==> src/rtl/shift_rows_pipe.sv <==
// Pipelined Rijndael ShiftRows / InvShiftRows for 4, 6 or 8 column states.
// The byte permutation sits in front of stage 0; later stages form an elastic valid/ready pipeline.
module shift_rows_pipe #(
  parameter int NB     = 4,
  parameter int STAGES = 1
) (
  input  logic             clk,
  input  logic             rst_n,
  input  logic             in_valid,
  output logic             in_ready,
  input  logic             in_inv,
  input  logic [32*NB-1:0] in_data,
  output logic             out_valid,
  input  logic             out_ready,
  output logic [32*NB-1:0] out_data,
  output logic             out_inv,
  output logic [2:0]       occupancy
);
  localparam int W = 32 * NB;

  if (!(NB == 4 || NB == 6 || NB == 8)) begin : g_bad_nb
    $error("shift_rows_pipe: NB must be 4, 6 or 8");
  end
  if (STAGES < 1 || STAGES > 4) begin : g_bad_stages
    $error("shift_rows_pipe: STAGES must be 1..4");
  end

  // Byte k = 4*c + r lives at the k-th byte from the MSB end; 256-bit blocks use row offsets 0,1,3,4.
  function automatic logic [W-1:0] shift_rows(input logic [W-1:0] d, input logic inv);
    logic [W-1:0] o;
    int s;
    int src;
    o = '0;
    for (int c = 0; c < NB; c++) begin
      for (int r = 0; r < 4; r++) begin
        s   = (r == 0) ? 0 : ((NB == 8 && r >= 2) ? r + 1 : r);
        src = inv ? (c - s + NB) % NB : (c + s) % NB;
        o[W-1-8*(4*c+r) -: 8] = d[W-1-8*(4*src+r) -: 8];
      end
    end
    return o;
  endfunction

  logic [STAGES-1:0] vld_q, vld_d;
  logic [STAGES-1:0] inv_q, inv_d;
  logic [STAGES-1:0] load;
  logic [W-1:0]      data_q [STAGES];
  logic [W-1:0]      data_d [STAGES];
  logic [2:0]        occ_q, occ_d;
  logic              accept, emit;

  // Ready chain: a stage loads when empty or when its successor drains it this cycle.
  always_comb begin
    load = '0;
    load[STAGES-1] = !vld_q[STAGES-1] || out_ready;
    for (int i = STAGES - 2; i >= 0; i--) begin
      load[i] = !vld_q[i] || load[i+1];
    end
  end

  assign in_ready = load[0] && rst_n;
  assign accept   = in_valid && in_ready;
  assign emit     = vld_q[STAGES-1] && out_ready;

  always_comb begin
    vld_d = vld_q;
    inv_d = inv_q;
    for (int i = 0; i < STAGES; i++) begin
      data_d[i] = data_q[i];
    end
    // Stage 0 boundary: permuted input enters here
    if (load[0]) begin
      vld_d[0] = in_valid;
      if (in_valid) begin
        inv_d[0]  = in_inv;
        data_d[0] = shift_rows(in_data, in_inv);
      end
    end
    // Stages 1..STAGES-1: plain pass-through
    for (int i = 1; i < STAGES; i++) begin
      if (load[i]) begin
        vld_d[i] = vld_q[i-1];
        if (vld_q[i-1]) begin
          inv_d[i]  = inv_q[i-1];
          data_d[i] = data_q[i-1];
        end
      end
    end
  end

  always_comb begin
    occ_d = occ_q;
    case ({accept, emit})
      2'b10:   occ_d = occ_q + 3'd1;
      2'b01:   occ_d = occ_q - 3'd1;
      default: occ_d = occ_q;
    endcase
  end

  always_ff @(posedge clk) begin
    if (!rst_n) begin
      vld_q <= '0;
      inv_q <= '0;
      occ_q <= '0;
      for (int i = 0; i < STAGES; i++) begin
        data_q[i] <= '0;
      end
    end else begin
      vld_q <= vld_d;
      inv_q <= inv_d;
      occ_q <= occ_d;
      for (int i = 0; i < STAGES; i++) begin
        data_q[i] <= data_d[i];
      end
    end
  end

  assign out_valid = vld_q[STAGES-1];
  assign out_data  = data_q[STAGES-1];
  assign out_inv   = inv_q[STAGES-1];
  assign occupancy = occ_q;

endmodule

==> config.mk <==
export PLATFORM = sky130hd
export DESIGN_NAME = shift_rows_pipe
export DESIGN_NICKNAME = d
export VERILOG_FILES = /design/src/rtl/shift_rows_pipe.sv
export SDC_FILE = /design/constraint.sdc
export NUM_CORES = 1
export LEC_CHECK = 0
export BUFFER_PORTS_ARGS = -buffer_cell sky130_fd_sc_hd__clkbuf_2
export CAP_MARGIN = 40
export CELL_PAD_IN_SITES_DETAIL_PLACEMENT = 1
export CELL_PAD_IN_SITES_GLOBAL_PLACEMENT = 1
export CORE_MARGIN = 2
export CORE_UTILIZATION = 37
export DETAILED_ROUTE_END_ITERATION = 10
export PLACE_DENSITY = 0.87
export SLEW_MARGIN = 20
export SYNTH_ARGS = -nofsm -noshare
export SYNTH_HDL_FRONTEND = slang
export SYNTH_SLANG_ARGS = --single-unit
export TNS_END_PERCENT = 10
==> constraint.sdc <==
create_clock -name clk -period 5.1 [get_ports clk]
set_input_delay 0.255 -clock clk [delete_from_list [all_inputs] [get_ports clk]]
set_output_delay 0.255 -clock clk [all_outputs]
set_load 0.02 [all_outputs]
**Word-level counts from Yosys, hierarchy flattened**

Memory sizes are Yosys's and may differ from the RTL's.
Index checks and enable logic that the tools add are counted.

- Output and inout bits: 134
- Memories: 1
- Flip-flop bits (word level): 5
- Word-level logic and storage cells: 51
- Memory bits (writable): 128
- Bits of input ports: 133

- Mux-type cells: 11
- Equality and inequality tests: 2
- Reductions and logical operators: 8
- Shift operators: 8
- $add $sub $neg: 18

Memories:

| name | depth | width | read ports | clocked after memory_dff | wr ports | RTL line | text |
|---|---|---|---|---|---|---|---|
| data_q | 1 | 128 | 1 | 0 | 1 | 47 | `logic [W-1:0] data_q [STAGES];` |

Operators by type and width:

| kind | number |
|---|---|
| $shiftx A135 B9 Y8 | 5 |
| $shiftx A135 B32 Y8 | 3 |
| $mux W128 | 3 |
| $reduce_or A128 Y1 | 1 |
| $sub A8 B32 Y32 const A | 3 |
| $sub A7 B8 Y9 const A | 5 |
| $add A29 B2 Y29 const B | 1 |
| $add A4 B2 Y5 const B | 4 |
| $add A4 B1 Y5 const B | 3 |
| $mux W2 | 4 |
| $pmux W3 S2 | 1 |
| $add A3 B1 Y3 const B | 1 |
| $logic_and A1 B1 Y1 | 3 |
| $mux W1 | 3 |
| $sub A3 B1 Y3 const B | 1 |
| $eq A2 B1 Y1 const B | 1 |
| $eq A2 B2 Y1 const B | 1 |
| $reduce_and A2 Y1 | 1 |
| $reduce_bool A2 Y1 | 1 |
| $logic_not A1 Y1 | 1 |
| $logic_or A1 B1 Y1 | 1 |

**Depth between registers and ports, before layout**

- Word-level depth: 7
- Gate-level depth with buffers: 12
- Gate-level depth less buffers: 9

**Worst setup path after synthesis**

Ideal clock, no wire load.

- Path kind: flip-flop to flip-flop
- Start: register vld_q (netlist: out_valid)
- End: register occ_q[2] (netlist: occupancy[2])
- Arrival: 2.202 ns
- Setup time: 0.070 ns
- Period minus slack after synthesis: 2.272 ns
- Buffers on the path: 2
- Required time: 5.030 ns
- Stages on the path, launching flop included: 12
- Path slack: 2.828 ns
- Path through: dfxtp_1 -> and2b_1 -> nor2_2 -> buf_6 -> buf_6 -> nand2_1 -> ha_1 -> inv_1 -> fa_1 -> xor2_1 -> or3_1 -> a21oi_1

- Longest elaborated chain between the ends: 6
- Elaborated cells between the ends (all ways): 9
- Classes of those cells: eq/ne (2); mux (1); reduce/logical (6)

Ends and longest elaborated chain:

| item | RTL line | text |
|---|---|---|
| start, declared | 44 | `logic [STAGES-1:0] vld_q, vld_d;` |
| start signal, assigned | 109 | `vld_q <= vld_d;` |
| $logic_not A1 Y1 | 55 | `load[STAGES-1] = !vld_q[STAGES-1] \|\| out_ready;` |
| $logic_or A1 B1 Y1 | 55 |  |
| $logic_and A1 B1 Y1 | 61 | `assign in_ready = load[0] && rst_n;` |
| $logic_and A1 B1 Y1 | 62 | `assign accept = in_valid && in_ready;` |
| $eq A2 B1 Y1 or $eq A2 B2 Y1 (tied branches) | 93 | `case ({accept, emit})` |
| $pmux W3 S2 or $reduce_bool A2 Y1 (tied branches) | -- |  |
| end signal, assigned | 104 | `occ_q <= '0;` |
| end signal, assigned | 111 | `occ_q <= occ_d;` |
| end, declared | 49 | `logic [2:0] occ_q, occ_d;` |

Several ways; a longest one is shown, not always the timed one.
A chain may end at the register's enable or synchronous reset.

**Worst setup path after layout**

Same ends and word-level chain as after synthesis.

==> impl_results.md <==
- #FFs+latches synth: 133
- Slew HR: 42.9%
- Min-delay src: in_data[46]
- GR Overflow Total: 0
- Total GRT Usage: 21.7%
- Slew Viols, Final: 0
- Sequential fraction of the synthesis area: 45.5%
- Syn nets: 748
- Pre-CTS setup slack: 2.47 ns
- Sequential share of power: 40.0%
- Hold/Removal Path Class: in2reg
- Via count: 5611
- CORE AREA: 15300 um2
- RSZ-0062 raised after global routing: false
- Clock share of power: 42.7%
- Design area: 7790 um2
- Io pins: 267
- Worst-Margin Slew: 0.856 ns
- HPWL Detailed: 12.7 mm
- Synth Cell Area: 5850 um2
- Final setup viols: 0
- Max-Cap Viols: 0
- Worst-path clk slew: 0.06 ns
- Multi-input logic area: 2800 um2
- Peak supply drop: 0.214 mV
- DR DRC count: 0
- Postcts setup bufs: 0
- Initial antenna violation count: 0
- Drt first pass iters: 4
- Min-Delay Endpoint: data_q[0][110]$_SDFFE_PN0P_
- Final worst slack: 2.53 ns
- Share of layout cells above drive strength 1: 42.2%
- Worst Skew: 0.0103 ns
- Die Wd: 130 um
- Std cell rows: 45
- Layout Utilization: 50.8%
- Initial drt markers: 198
- Final Hold Viols: 0
- Yosys cell types: 25
- DP Area: 7190 um2
- Post-CTS sizing: 0
- Largest net degree at the start of global routing: 74
- Gate power share: 17.4%
- Switch share: 28.5%
- DR WL/cell: 17.7 um
- ANT nets after route: 0
- Area grow syn2layout: 33.1%
- Initial Utilization: 38.2%
- Vias in the first global route: 5694
- CP Max Fanout: 67
- Full die area: 16800 um2
- Crit path time final: 2.57 ns
- Critical path class: reg2reg
- WHS: 0.0757 ns
- Fin Setup TNS: 0 ns
- # clock sinks: 133
- Nets: 972
- Clk_lat worst skew: 0.42 ns
- Die Y: 130 um
- Leak Pwr: 3.49 nW
- H-Tree Depth: 4
- Drt via density: 5.29
- PortBufs: 266
- Register area: 2660 um2
- Syn Inst Count: 613
- Most common cell after layout, fill and taps aside: clkbuf_2
- Crit path DAT: 2.91 ns
- Avg Cell Area, Syn: 9.55 um2
- Commonest non-fill, non-tap cells in the layout: clkbuf_2, dfxtp_1, a21oi_1
- Critical Path Source Type: register
- Clock buffer depth: 2
- Crit share post-route: 50.5%
- Setup slack, reg-to-reg: 2.53 ns
- Total CTS buffers: 17
- Capturing point of the worst reg2reg path: occupancy[2]$_SDFFE_PN0P_
- Fill count: 1889
- Outcome: completed
- Crit path required time: 5.43 ns
- Worst R2R Path Depth: 10
- Achievable clock frequency: 388 MHz
- Reg2reg start: out_valid$_SDFFE_PN0N_
- CTS Root Cell: clkbuf_16
- First-pass GRT wire length: 29.0 mm
- Total length of routed wires: 18.8 mm
- CTS tree: done
- CP Capture Type: register
- Syn. warnings: 0
- PD cells: 371 nW/um2
- N_diodes: 0
- WHS Path Cells: 3
- RePlAce Congestion: 0.723
- Hold-fix buffer count after cts: 0
- Internal: 2.07 mW
- Total net switching power: 0.825 mW
-- logic make-up (layout without fill, tap and decap cells) --
family	Yosys count	count (layout)	synth area share, %
AO/OA/AOI/OAI	262	262	29.3
XOR/XNOR	2	2	0.299
adder cells (fa/ha/maj)	2	2	0.556
buffers and inverters	75	312	6.93
flip-flops	133	133	45.5
multiplexers	64	64	10.9
AND/OR/NAND/NOR	75	75	6.44
-- worst max-delay path by stage --
stage | endpoint | start | cells past startpoint | slack (ns)
floorplan | occupancy[2]$_SDFFE_PN0P_ | out_valid$_SDFFE_PN0N_ | 11 | 2.83
global placement | occupancy[2]$_SDFFE_PN0P_ | in_valid | 10 | 2.16
detailed placement | occupancy[2]$_SDFFE_PN0P_ | in_valid | 10 | 2.47
CTS | occupancy[2]$_SDFFE_PN0P_ | out_valid$_SDFFE_PN0N_ | 10 | 2.51
global route | occupancy[2]$_SDFFE_PN0P_ | out_valid$_SDFFE_PN0N_ | 10 | 2.36
finish | occupancy[2]$_SDFFE_PN0P_ | out_valid$_SDFFE_PN0N_ | 10 | 2.53
-- layer usage --
layer | part of all wire, % | up-vias | global-route usage, %
li1 | - | 2705 | -
met1 | 40 | 2674 | 24.8
met2 | 49 | 210 | 37.4
met3 | 9.4 | 22 | 8.12
met4 | 1.6 | 0 | 7.65
met5 | 0 | - | 0
-- cells in the mapped netlist --
cell type | instances | area share, %
buf_4 | 12 | 1.5
and2_1 | 1 | 0.11
inv_1 | 3 | 0.19
a211oi_1 | 15 | 1.9
a21oi_1 | 132 | 11
fa_1 | 1 | 0.34
nor2_2 | 1 | 0.11
buf_6 | 6 | 1.2
dfxtp_1 | 133 | 45
nor2_1 | 4 | 0.26
or3_1 | 1 | 0.11
o21ai_0 | 59 | 5.0
buf_1 | 1 | 0.064
nand2b_1 | 1 | 0.11
inv_2 | 2 | 0.13
xor2_1 | 2 | 0.30
mux2i_1 | 64 | 11
nand2_1 | 1 | 0.064
o21ai_1 | 7 | 0.60
nand3_1 | 65 | 5.6
buf_2 | 27 | 2.3
ha_1 | 1 | 0.21
clkbuf_1 | 24 | 1.5
a211oi_2 | 49 | 10
and2b_1 | 1 | 0.13
-- critical path, cell delays in order (launching register included) --
cell     delay, ns
dfxtp_1       0.42
and2b_2       0.17
buf_4         0.49
nor2_4        0.04
nand2_1       0.08
ha_1          0.18
inv_1         0.06
fa_1          0.38
xor2_1        0.18
or3_1         0.31
a21oi_1       0.17
-- area by class of cell --
type                            instances  share of cell area [%]
Tap cell                              211                    3.39
Timing Repair Buffer                  275                    18.6
Sequential cell                       133                    34.2
Inverter                                5                   0.273
Clock buffer                           19                    5.56
Multi-Input combinational cell        405                    35.9
Clock inverter                         13                    2.04
-- through the flow --
| stage | power [mW] | std cells |
|---|---|---|
| global route | 3.01 | 1061 |
| CTS | 2.92 | 1061 |
| floorplan | 1.49 | 613 |
| global placement | 1.66 | 1026 |
| finish | 2.89 | 1061 |
| detailed placement | 1.68 | 1029 |
-- flip-flops by register name, summed over array words and instances (netlist names) --
signal,cells
out_valid,1
out_inv,1
data_q,128
occupancy,3
-- power by group through the flow --
stage          sequential [mW]  combinational (mW)  clock, mW
6_report                  1.16               0.502       1.23
5_1_grt                   1.16               0.545       1.31
4_1_cts                   1.16               0.508       1.26
3_5_place_dp              1.18               0.505          0
3_3_place_gp              1.17               0.486          0
2_1_floorplan             1.26               0.232          0
(Power assumes the default switching activity.)
